`src/rtl/eve_gene_compactor_if.sv`:
```
// Stream bundle between the delete-gene engine, the compactor and its consumer.
// The slave modport is the compactor's view of the bundle; the master modport is the environment's view.
interface eve_gene_compactor_if;
    logic [63:0] InGene;
    logic        InValid;
    logic        InLast;
    logic        InReady;
    logic [63:0] OutGene;
    logic        OutLast;
    logic        OutValid;
    logic        OutReady;

    modport master (
        output InGene, InValid, InLast, OutReady,
        input  InReady, OutGene, OutLast, OutValid
    );

    modport slave (
        input  InGene, InValid, InLast, OutReady,
        output InReady, OutGene, OutLast, OutValid
    );
endinterface

```
`src/rtl/eve_gene_compactor.sv`:
```
// Drops genes whose valid byte is 8'hFF, packs the survivors into a FIFO and
// appends one count trailer per genome.
module eve_gene_compactor #(
    parameter int DEPTH = 8
) (
    input  logic                        clk,
    input  logic                        Reset,
    eve_gene_compactor_if.slave         bus,
    output logic [15:0]                 NodeCount,
    output logic [15:0]                 ConnCount,
    output logic [15:0]                 DropCount
);

    localparam int AW = $clog2(DEPTH);
    localparam int PW = AW + 1;
    localparam logic [PW-1:0] DEPTH_P = PW'(DEPTH);

    typedef enum logic {
        ST_STREAM  = 1'b0,
        ST_TRAILER = 1'b1
    } state_e;

    state_e        state_q, state_d;
    logic [64:0]   mem_q [DEPTH];
    logic [PW-1:0] wr_ptr_q, wr_ptr_d;
    logic [PW-1:0] rd_ptr_q, rd_ptr_d;
    logic [PW-1:0] occ_q, occ_d;
    logic [15:0]   node_q, node_d;
    logic [15:0]   conn_q, conn_d;
    logic [15:0]   drop_q, drop_d;
    logic          ready_en_q;

    logic          in_ready;
    logic          out_valid;
    logic          accept;
    logic          pop;
    logic          gene_dropped;
    logic          gene_push;
    logic          trailer_wr;
    logic          push;
    logic [64:0]   wr_data;

    function automatic logic [15:0] sat_inc(input logic [15:0] v);
        return (v == 16'hFFFF) ? v : v + 16'd1;
    endfunction

    // ready_en_q holds InReady low through reset and opens it at the first edge after release.
    assign in_ready     = ready_en_q && (state_q == ST_STREAM) && (occ_q < DEPTH_P);
    assign out_valid    = (occ_q != '0);
    assign accept       = bus.InValid & in_ready;
    assign pop          = out_valid & bus.OutReady;
    assign gene_dropped = (bus.InGene[63:56] == 8'hFF);
    assign gene_push    = accept & ~gene_dropped;
    assign trailer_wr   = (state_q == ST_TRAILER) && (occ_q < DEPTH_P);
    assign push         = gene_push | trailer_wr;

    assign wr_data = trailer_wr ? {1'b1, 8'hFE, 8'h00, node_q, conn_q, drop_q}
                                : {1'b0, bus.InGene};

    assign bus.InReady  = in_ready;
    assign bus.OutValid = out_valid;
    assign bus.OutGene  = mem_q[rd_ptr_q[AW-1:0]][63:0];
    assign bus.OutLast  = mem_q[rd_ptr_q[AW-1:0]][64];

    assign NodeCount = node_q;
    assign ConnCount = conn_q;
    assign DropCount = drop_q;

    // NOTE: every combinational output gets a default first so no path can infer a latch.
    always_comb begin
        state_d = state_q;
        unique case (state_q)
            ST_STREAM:  if (accept && bus.InLast) state_d = ST_TRAILER;
            ST_TRAILER: if (trailer_wr)           state_d = ST_STREAM;
            default:                              state_d = ST_STREAM;
        endcase
    end

    always_comb begin
        wr_ptr_d = wr_ptr_q + PW'(push);
        rd_ptr_d = rd_ptr_q + PW'(pop);
        occ_d    = occ_q;
        unique case ({push, pop})
            2'b10:   occ_d = occ_q + PW'(1);
            2'b01:   occ_d = occ_q - PW'(1);
            default: occ_d = occ_q;
        endcase
    end

    // The trailer snapshots the counters on the same edge that clears them.
    always_comb begin
        node_d = node_q;
        conn_d = conn_q;
        drop_d = drop_q;
        if (trailer_wr) begin
            node_d = '0;
            conn_d = '0;
            drop_d = '0;
        end else if (accept) begin
            if (gene_dropped)         drop_d = sat_inc(drop_q);
            else if (bus.InGene[55])  conn_d = sat_inc(conn_q);
            else                      node_d = sat_inc(node_q);
        end
    end

    // NOTE: sequential state uses non-blocking assignments so every flop samples pre-edge values.
    always_ff @(posedge clk or negedge Reset) begin
        if (!Reset) begin
            state_q    <= ST_STREAM;
            wr_ptr_q   <= '0;
            rd_ptr_q   <= '0;
            occ_q      <= '0;
            node_q     <= '0;
            conn_q     <= '0;
            drop_q     <= '0;
            ready_en_q <= 1'b0;
        end else begin
            state_q    <= state_d;
            wr_ptr_q   <= wr_ptr_d;
            rd_ptr_q   <= rd_ptr_d;
            occ_q      <= occ_d;
            node_q     <= node_d;
            conn_q     <= conn_d;
            drop_q     <= drop_d;
            ready_en_q <= 1'b1;
        end
    end

    // NOTE: the storage is reset because OutGene/OutLast are read straight from it and must be 0 after reset.
    always_ff @(posedge clk or negedge Reset) begin
        if (!Reset) begin
            for (int i = 0; i < DEPTH; i++) mem_q[i] <= '0;
        end else if (push) begin
            mem_q[wr_ptr_q[AW-1:0]] <= wr_data;
        end
    end

endmodule
```
`src/flat_wrapper.sv`:
```
// flat-port wrapper written by rule: the top's interface ports become plain ports
module eve_gene_compactor_flat 
#(
    parameter int DEPTH = 8
)
  (clk, Reset, NodeCount, ConnCount, DropCount, bus_InGene, bus_InValid, bus_InLast, bus_OutReady, bus_InReady, bus_OutGene, bus_OutLast, bus_OutValid);
  eve_gene_compactor_if bus_i ();
  input  logic clk;
  input  logic Reset;
  output logic [15:0] NodeCount;
  output logic [15:0] ConnCount;
  output logic [15:0] DropCount;
  input wire logic [$bits(bus_i.InGene)-1:0] bus_InGene;
  input wire logic [$bits(bus_i.InValid)-1:0] bus_InValid;
  input wire logic [$bits(bus_i.InLast)-1:0] bus_InLast;
  input wire logic [$bits(bus_i.OutReady)-1:0] bus_OutReady;
  output wire logic [$bits(bus_i.InReady)-1:0] bus_InReady;
  output wire logic [$bits(bus_i.OutGene)-1:0] bus_OutGene;
  output wire logic [$bits(bus_i.OutLast)-1:0] bus_OutLast;
  output wire logic [$bits(bus_i.OutValid)-1:0] bus_OutValid;
  assign bus_i.InGene = bus_InGene;
  assign bus_i.InValid = bus_InValid;
  assign bus_i.InLast = bus_InLast;
  assign bus_i.OutReady = bus_OutReady;
  assign bus_InReady = bus_i.InReady;
  assign bus_OutGene = bus_i.OutGene;
  assign bus_OutLast = bus_i.OutLast;
  assign bus_OutValid = bus_i.OutValid;
  eve_gene_compactor #(.DEPTH(DEPTH)) u_core (.clk(clk), .Reset(Reset), .bus(bus_i), .NodeCount(NodeCount), .ConnCount(ConnCount), .DropCount(DropCount));
endmodule
```
`config.mk`:
```
export PLATFORM = sky130hd
export DESIGN_NAME = eve_gene_compactor_flat
export DESIGN_NICKNAME = d
export VERILOG_FILES = /design/src/rtl/eve_gene_compactor_if.sv /design/src/rtl/eve_gene_compactor.sv /design/src/flat_wrapper.sv
export SDC_FILE = /design/constraint.sdc
export NUM_CORES = 1
export LEC_CHECK = 0
export ABC_AREA = 0
export BUFFER_PORTS_ARGS = -buffer_cell sky130_fd_sc_hd__buf_2
export CORE_UTILIZATION = 58
export CTS_CLUSTER_SIZE = 14
export DETAILED_ROUTE_END_ITERATION = 8
export GPL_TIMING_DRIVEN = 0
export PLACE_DENSITY_LB_ADDON = 0.05
export SLEW_MARGIN = 25
export SYNTH_ARGS = -nofsm -noshare
export SYNTH_HDL_FRONTEND = slang
export SYNTH_SLANG_ARGS = --single-unit
export TNS_END_PERCENT = 30
```
`constraint.sdc`:
```
create_clock -name clk -period 6.6 [get_ports clk]
set_input_delay 0 -clock clk [delete_from_list [all_inputs] [get_ports clk]]
set_output_delay 0 -clock clk [all_outputs]
set_load 0.05 [all_outputs]
```
==> impl_results.html <==
<table>
<tr><th>Metric</th><th>Value</th></tr>
<tr><th colspan="2">Status</th></tr>
<tr><td>Result of the run</td><td>finished, final reports clean</td></tr>
<tr><th colspan="2">Global route</th></tr>
<tr><td>GRT Util Overall</td><td>34.4%</td></tr>
<tr><td>Wire length of the first global-routing pass</td><td>116,000 µm</td></tr>
<tr><td>Initial antenna violation count</td><td>3</td></tr>
<tr><td>Number of global-route vias before repair</td><td>20,400</td></tr>
<tr><td>Maximum number of pins on one net before global-route repair</td><td>91</td></tr>
<tr><td>Sum of overflow across all layers after global routing</td><td>0</td></tr>
<tr><th colspan="2">Yosys</th></tr>
<tr><td>Mean post-synth cell area</td><td>11.0 µm²</td></tr>
<tr><td>Number of storage elements in the synthesis netlist</td><td>580</td></tr>
<tr><td>Post-synth top area share</td><td>56.5%</td></tr>
<tr><td>Largest cells by area after synthesis</td><td>dfrtp_1 57%, mux4_2 11%, o21ai_0 10%</td></tr>
<tr><td>Cell area after synthesis</td><td>25,700 µm²</td></tr>
<tr><td>Synth unique cells</td><td>51</td></tr>
<tr><td>Ys async rst share</td><td>100%</td></tr>
<tr><td>Post-synthesis instance total</td><td>2,333</td></tr>
<tr><td>Cell taking the most area after synthesis</td><td>dfrtp_1</td></tr>
<tr><td>Synth Flop Type</td><td>dfrtp_1</td></tr>
<tr><td>Share of synthesized area occupied by flip-flops and latches</td><td>56.5%</td></tr>
<tr><td>Total nets after synthesis</td><td>2,412</td></tr>
<tr><td>Number of warning messages in the yosys log</td><td>0</td></tr>
<tr><td>Count of flip-flops with a built-in enable after synthesis</td><td>0</td></tr>
<tr><th colspan="2">STA</th></tr>
<tr><td>Fraction of the cycle the final worst path needs</td><td>62.1%</td></tr>
<tr><td>Highest clock rate</td><td>244 MHz</td></tr>
<tr><td>Post-layout min period</td><td>4.10 ns</td></tr>
<tr><td>Final WS setup</td><td>2.50 ns</td></tr>
<tr><td>Worst slew margin</td><td>27.9%</td></tr>
<tr><td>Setup violators final</td><td>0</td></tr>
<tr><td>Final setup skew</td><td>0.0115 ns</td></tr>
<tr><td>Hold Worst Slack</td><td>0.343 ns</td></tr>
<tr><td>Pin slew with the least headroom to its limit</td><td>1.08 ns</td></tr>
<tr><td>RSZ-0062 raised after global routing</td><td>false</td></tr>
<tr><td>Final sum of negative setup slack</td><td>0 ns</td></tr>
<tr><td>Number of max-slew violations in the final report</td><td>0</td></tr>
<tr><td>Hold Fails Final Rpt</td><td>0</td></tr>
<tr><th colspan="2">Power</th></tr>
<tr><td>Leak</td><td>13.8 nW</td></tr>
<tr><td>Power per Cell Area</td><td>538 nW/µm²</td></tr>
<tr><td>Maximum VDD drop</td><td>384 µV</td></tr>
<tr><td>Power consumption</td><td>16.2 mW</td></tr>
<tr><th colspan="2">Clocking</th></tr>
<tr><td>Clock Root Buffer</td><td>clkbuf_16</td></tr>
<tr><td>PostCTS Resize Cnt</td><td>0</td></tr>
<tr><td>Clock sink count</td><td>580</td></tr>
<tr><td>Number of buffers created by CTS</td><td>59</td></tr>
<tr><td>Clock tree buffer depth</td><td>3</td></tr>
<tr><td>Clock latency reported for the late side of the worst-skew pair</td><td>0.62 ns</td></tr>
<tr><td>H-tree depth reported by CTS</td><td>2</td></tr>
<tr><td>CTS tree</td><td>done</td></tr>
<tr><td>Setup Buffers After CTS</td><td>0</td></tr>
<tr><td>Hold-fix buffers, CTS</td><td>71</td></tr>
<tr><td>Clock-pin slew of the registers on the worst-case setup and hold paths</td><td>0.06 ns</td></tr>
<tr><th colspan="2">Die</th></tr>
<tr><td>Die height</td><td>212 µm</td></tr>
<tr><td>Starting density of the core</td><td>59.2%</td></tr>
<tr><td>Die area</td><td>45,100 µm²</td></tr>
<tr><td>Number of rows in the core area</td><td>76</td></tr>
<tr><td>Width of the chip</td><td>212 µm</td></tr>
<tr><td>Number of top-level pins</td><td>184</td></tr>
<tr><td>Placeable Area</td><td>43,400 µm²</td></tr>
<tr><th colspan="2">Worst hold path</th></tr>
<tr><td>Worst Hold Depth</td><td>4</td></tr>
<tr><td>Worst hold path class</td><td>in2reg</td></tr>
<tr><th colspan="2">Drt</th></tr>
<tr><td>Total number of vias</td><td>20,200</td></tr>
<tr><td>Number of DRC violations after detailed-routing iteration 0</td><td>1,944</td></tr>
<tr><td>Pre-antenna DRT Iters</td><td>7</td></tr>
<tr><td>Mean routed wirelength per cell</td><td>23.0 µm</td></tr>
<tr><td>Residual antenna-violating net count after detailed routing</td><td>0</td></tr>
<tr><td>Via density</td><td>6.16</td></tr>
<tr><td>Final routed wirelength across all metal layers</td><td>75,400 µm</td></tr>
<tr><td>Remaining design rule violation count</td><td>0</td></tr>
<tr><th colspan="2">Setup path</th></tr>
<tr><td>Category of the critical setup timing path</td><td>reg2reg</td></tr>
<tr><td>CP Data Required Time</td><td>7.11 ns</td></tr>
<tr><td>Nature of the critical path startpoint</td><td>flip-flop</td></tr>
<tr><td>Arrival time reported for the critical path endpoint</td><td>4.60 ns</td></tr>
<tr><td>Critical Path Fanout Max</td><td>10</td></tr>
<tr><td>Worst Reg-to-Reg Cells</td><td>13</td></tr>
<tr><td>Category of the worst setup path capture point</td><td>flip-flop</td></tr>
<tr><th colspan="2">Cells and area</th></tr>
<tr><td>Fin nets</td><td>2,734</td></tr>
<tr><td>Count of fill cells added during filler insertion</td><td>3,329</td></tr>
<tr><td>Share of final-layout standard cells stronger than drive strength 1</td><td>19.0%</td></tr>
<tr><td>Area overhead of the layout relative to synthesis</td><td>17.4%</td></tr>
<tr><td>Number of inserted diodes</td><td>0</td></tr>
<tr><th colspan="2">Place</th></tr>
<tr><td>Number of input and output port buffers inserted</td><td>183</td></tr>
<tr><td>Pre-CTS WS</td><td>2.61 ns</td></tr>
<tr><td>Final Wtd Congestion</td><td>0.866</td></tr>
<tr><td>Hpwl dp</td><td>51,100 µm</td></tr>
<tr><th colspan="2">Flow run</th></tr>
<tr><td>Max-capacitance violation count</td><td>0</td></tr>
</table>
-- critical path, stage by stage, from the launching register on --
cell and delay [ns]:
dfrtp_1 0.47, and2b_1 0.24, buf_2 0.35, buf_2 0.35
buf_2 0.45, clkbuf_1 0.62, nor2_1 0.27, ha_1 0.34
xor2_1 0.17, ha_1 0.18, a21oi_1 0.14, xor2_1 0.17
nor2_1 0.07, xor2_1 0.14
-- cell families after synthesis --
kind of cell,share of synthesized area [%]
AO/OA/AOI/OAI,12.3
flip-flops,56.5
AND/OR/NAND/NOR,11.1
other,0.0146
multiplexers,16.4
buffers and inverters,2.74
XOR/XNOR,0.443
adder cells (fa/ha/maj),0.487
-- Yosys cell counts (12+ instances only) --
cell type,count
nand4_1,21
o31ai_1,12
nand2_1,555
mux2i_1,51
clkbuf_1,144
buf_2,22
a21oi_1,16
mux2_2,68
o21ai_0,533
mux4_2,130
o211ai_1,13
nor2_1,37
nand3_1,38
dfrtp_1,580
-- metrics by stage --
stage,cell area (µm²),util (%),instances
6_report,30100,69.5,3284
5_1_grt,30100,69.5,3284
4_1_cts,30100,69.5,3284
3_5_place_dp,27500,63.5,3108
3_3_place_gp,27300,63.0,3101
2_1_floorplan,25700,-,2333
-- final cells by class --
| type | count | area (µm²) | area share [%] |
|---|---|---|---|
| inverter | 8 | 30.0 | 0.0996 |
| tap | 585 | 732 | 2.43 |
| clock inverter | 20 | 214 | 0.710 |
| sequential | 580 | 14500 | 48.1 |
| multi-input combinational | 1573 | 10500 | 34.7 |
| buffer | 172 | 681 | 2.26 |
| clock buffer | 85 | 1680 | 5.59 |
| timing repair buffer | 261 | 1830 | 6.07 |
-- path summary, 6_finish.rpt --
| path | start | slack (ns) | to |
|---|---|---|---|
| worst max-delay path | u_core.occ_q[3] | 2.50 | u_core.occ_q[2] |
| worst min-delay path | bus_InGene[60] | 0.34 | u_core.mem_q[125] |
| worst max register to register | u_core.occ_q[3] | 2.50 | u_core.occ_q[2] |
| worst min register to register | u_core.mem_q[172] | 0.47 | u_core.mem_q[172] |
| max in group asynchronous | Reset | 4.17 | u_core.mem_q[439] |
| min in group asynchronous | Reset | 0.47 | u_core.DropCount[11] |
-- registers in the layout (all words and copies together) (netlist names) --
name               cells
u_core.wr_ptr_q        3
u_core.NodeCount      16
u_core.ready_en_q      1
u_core.mem_q         520
u_core.occ_q           4
u_core.rd_ptr_q        3
u_core.state_q         1
u_core.ConnCount      16
u_core.DropCount      16
-- cell usage in the layout (no fill, tap or decap), types with 4 or more instances in the layout --
cell,instances
bufinv_16,4
clkbuf_16,59
nor2_1,37
buf_16,7
and4_1,4
o311ai_0,5
buf_2,204
or3_1,7
clkbuf_2,6
clkbuf_1,153
nand4_1,21
nor3_1,10
ha_1,10
o21ai_0,533
inv_1,8
clkinv_2,12
xor2_1,10
buf_1,6
mux2i_1,51
dlygate4sd3_1,71
a21oi_1,16
and3_1,6
dfrtp_1,580
clkbuf_8,11
mux2_2,68
nand3_1,38
or4_1,5
o31ai_1,12
mux4_2,130
nand2_1,555
o211ai_1,13
-- metal layers --
| layer | global-route usage, % | routed length (µm) | vias up |
|---|---|---|---|
| met5 | 0 | 13 | - |
| met4 | 14.1 | 2760 | 2 |
| met3 | 6.40 | 6190 | 165 |
| met2 | 54.6 | 35900 | 873 |
| met1 | 47.3 | 30600 | 10300 |
| li1 | - | - | 8910 |
-- where the power goes --
part	switching, mW	internal [mW]	total, mW	leakage, nW
sequential	0.816	5.03	5.85	7.38
combinational	4.44	2.59	7.03	5.49
clock	1.41	1.92	3.32	0.941
total	6.66	9.54	16.2	13.8
Power figures use the tool's default switching activity.
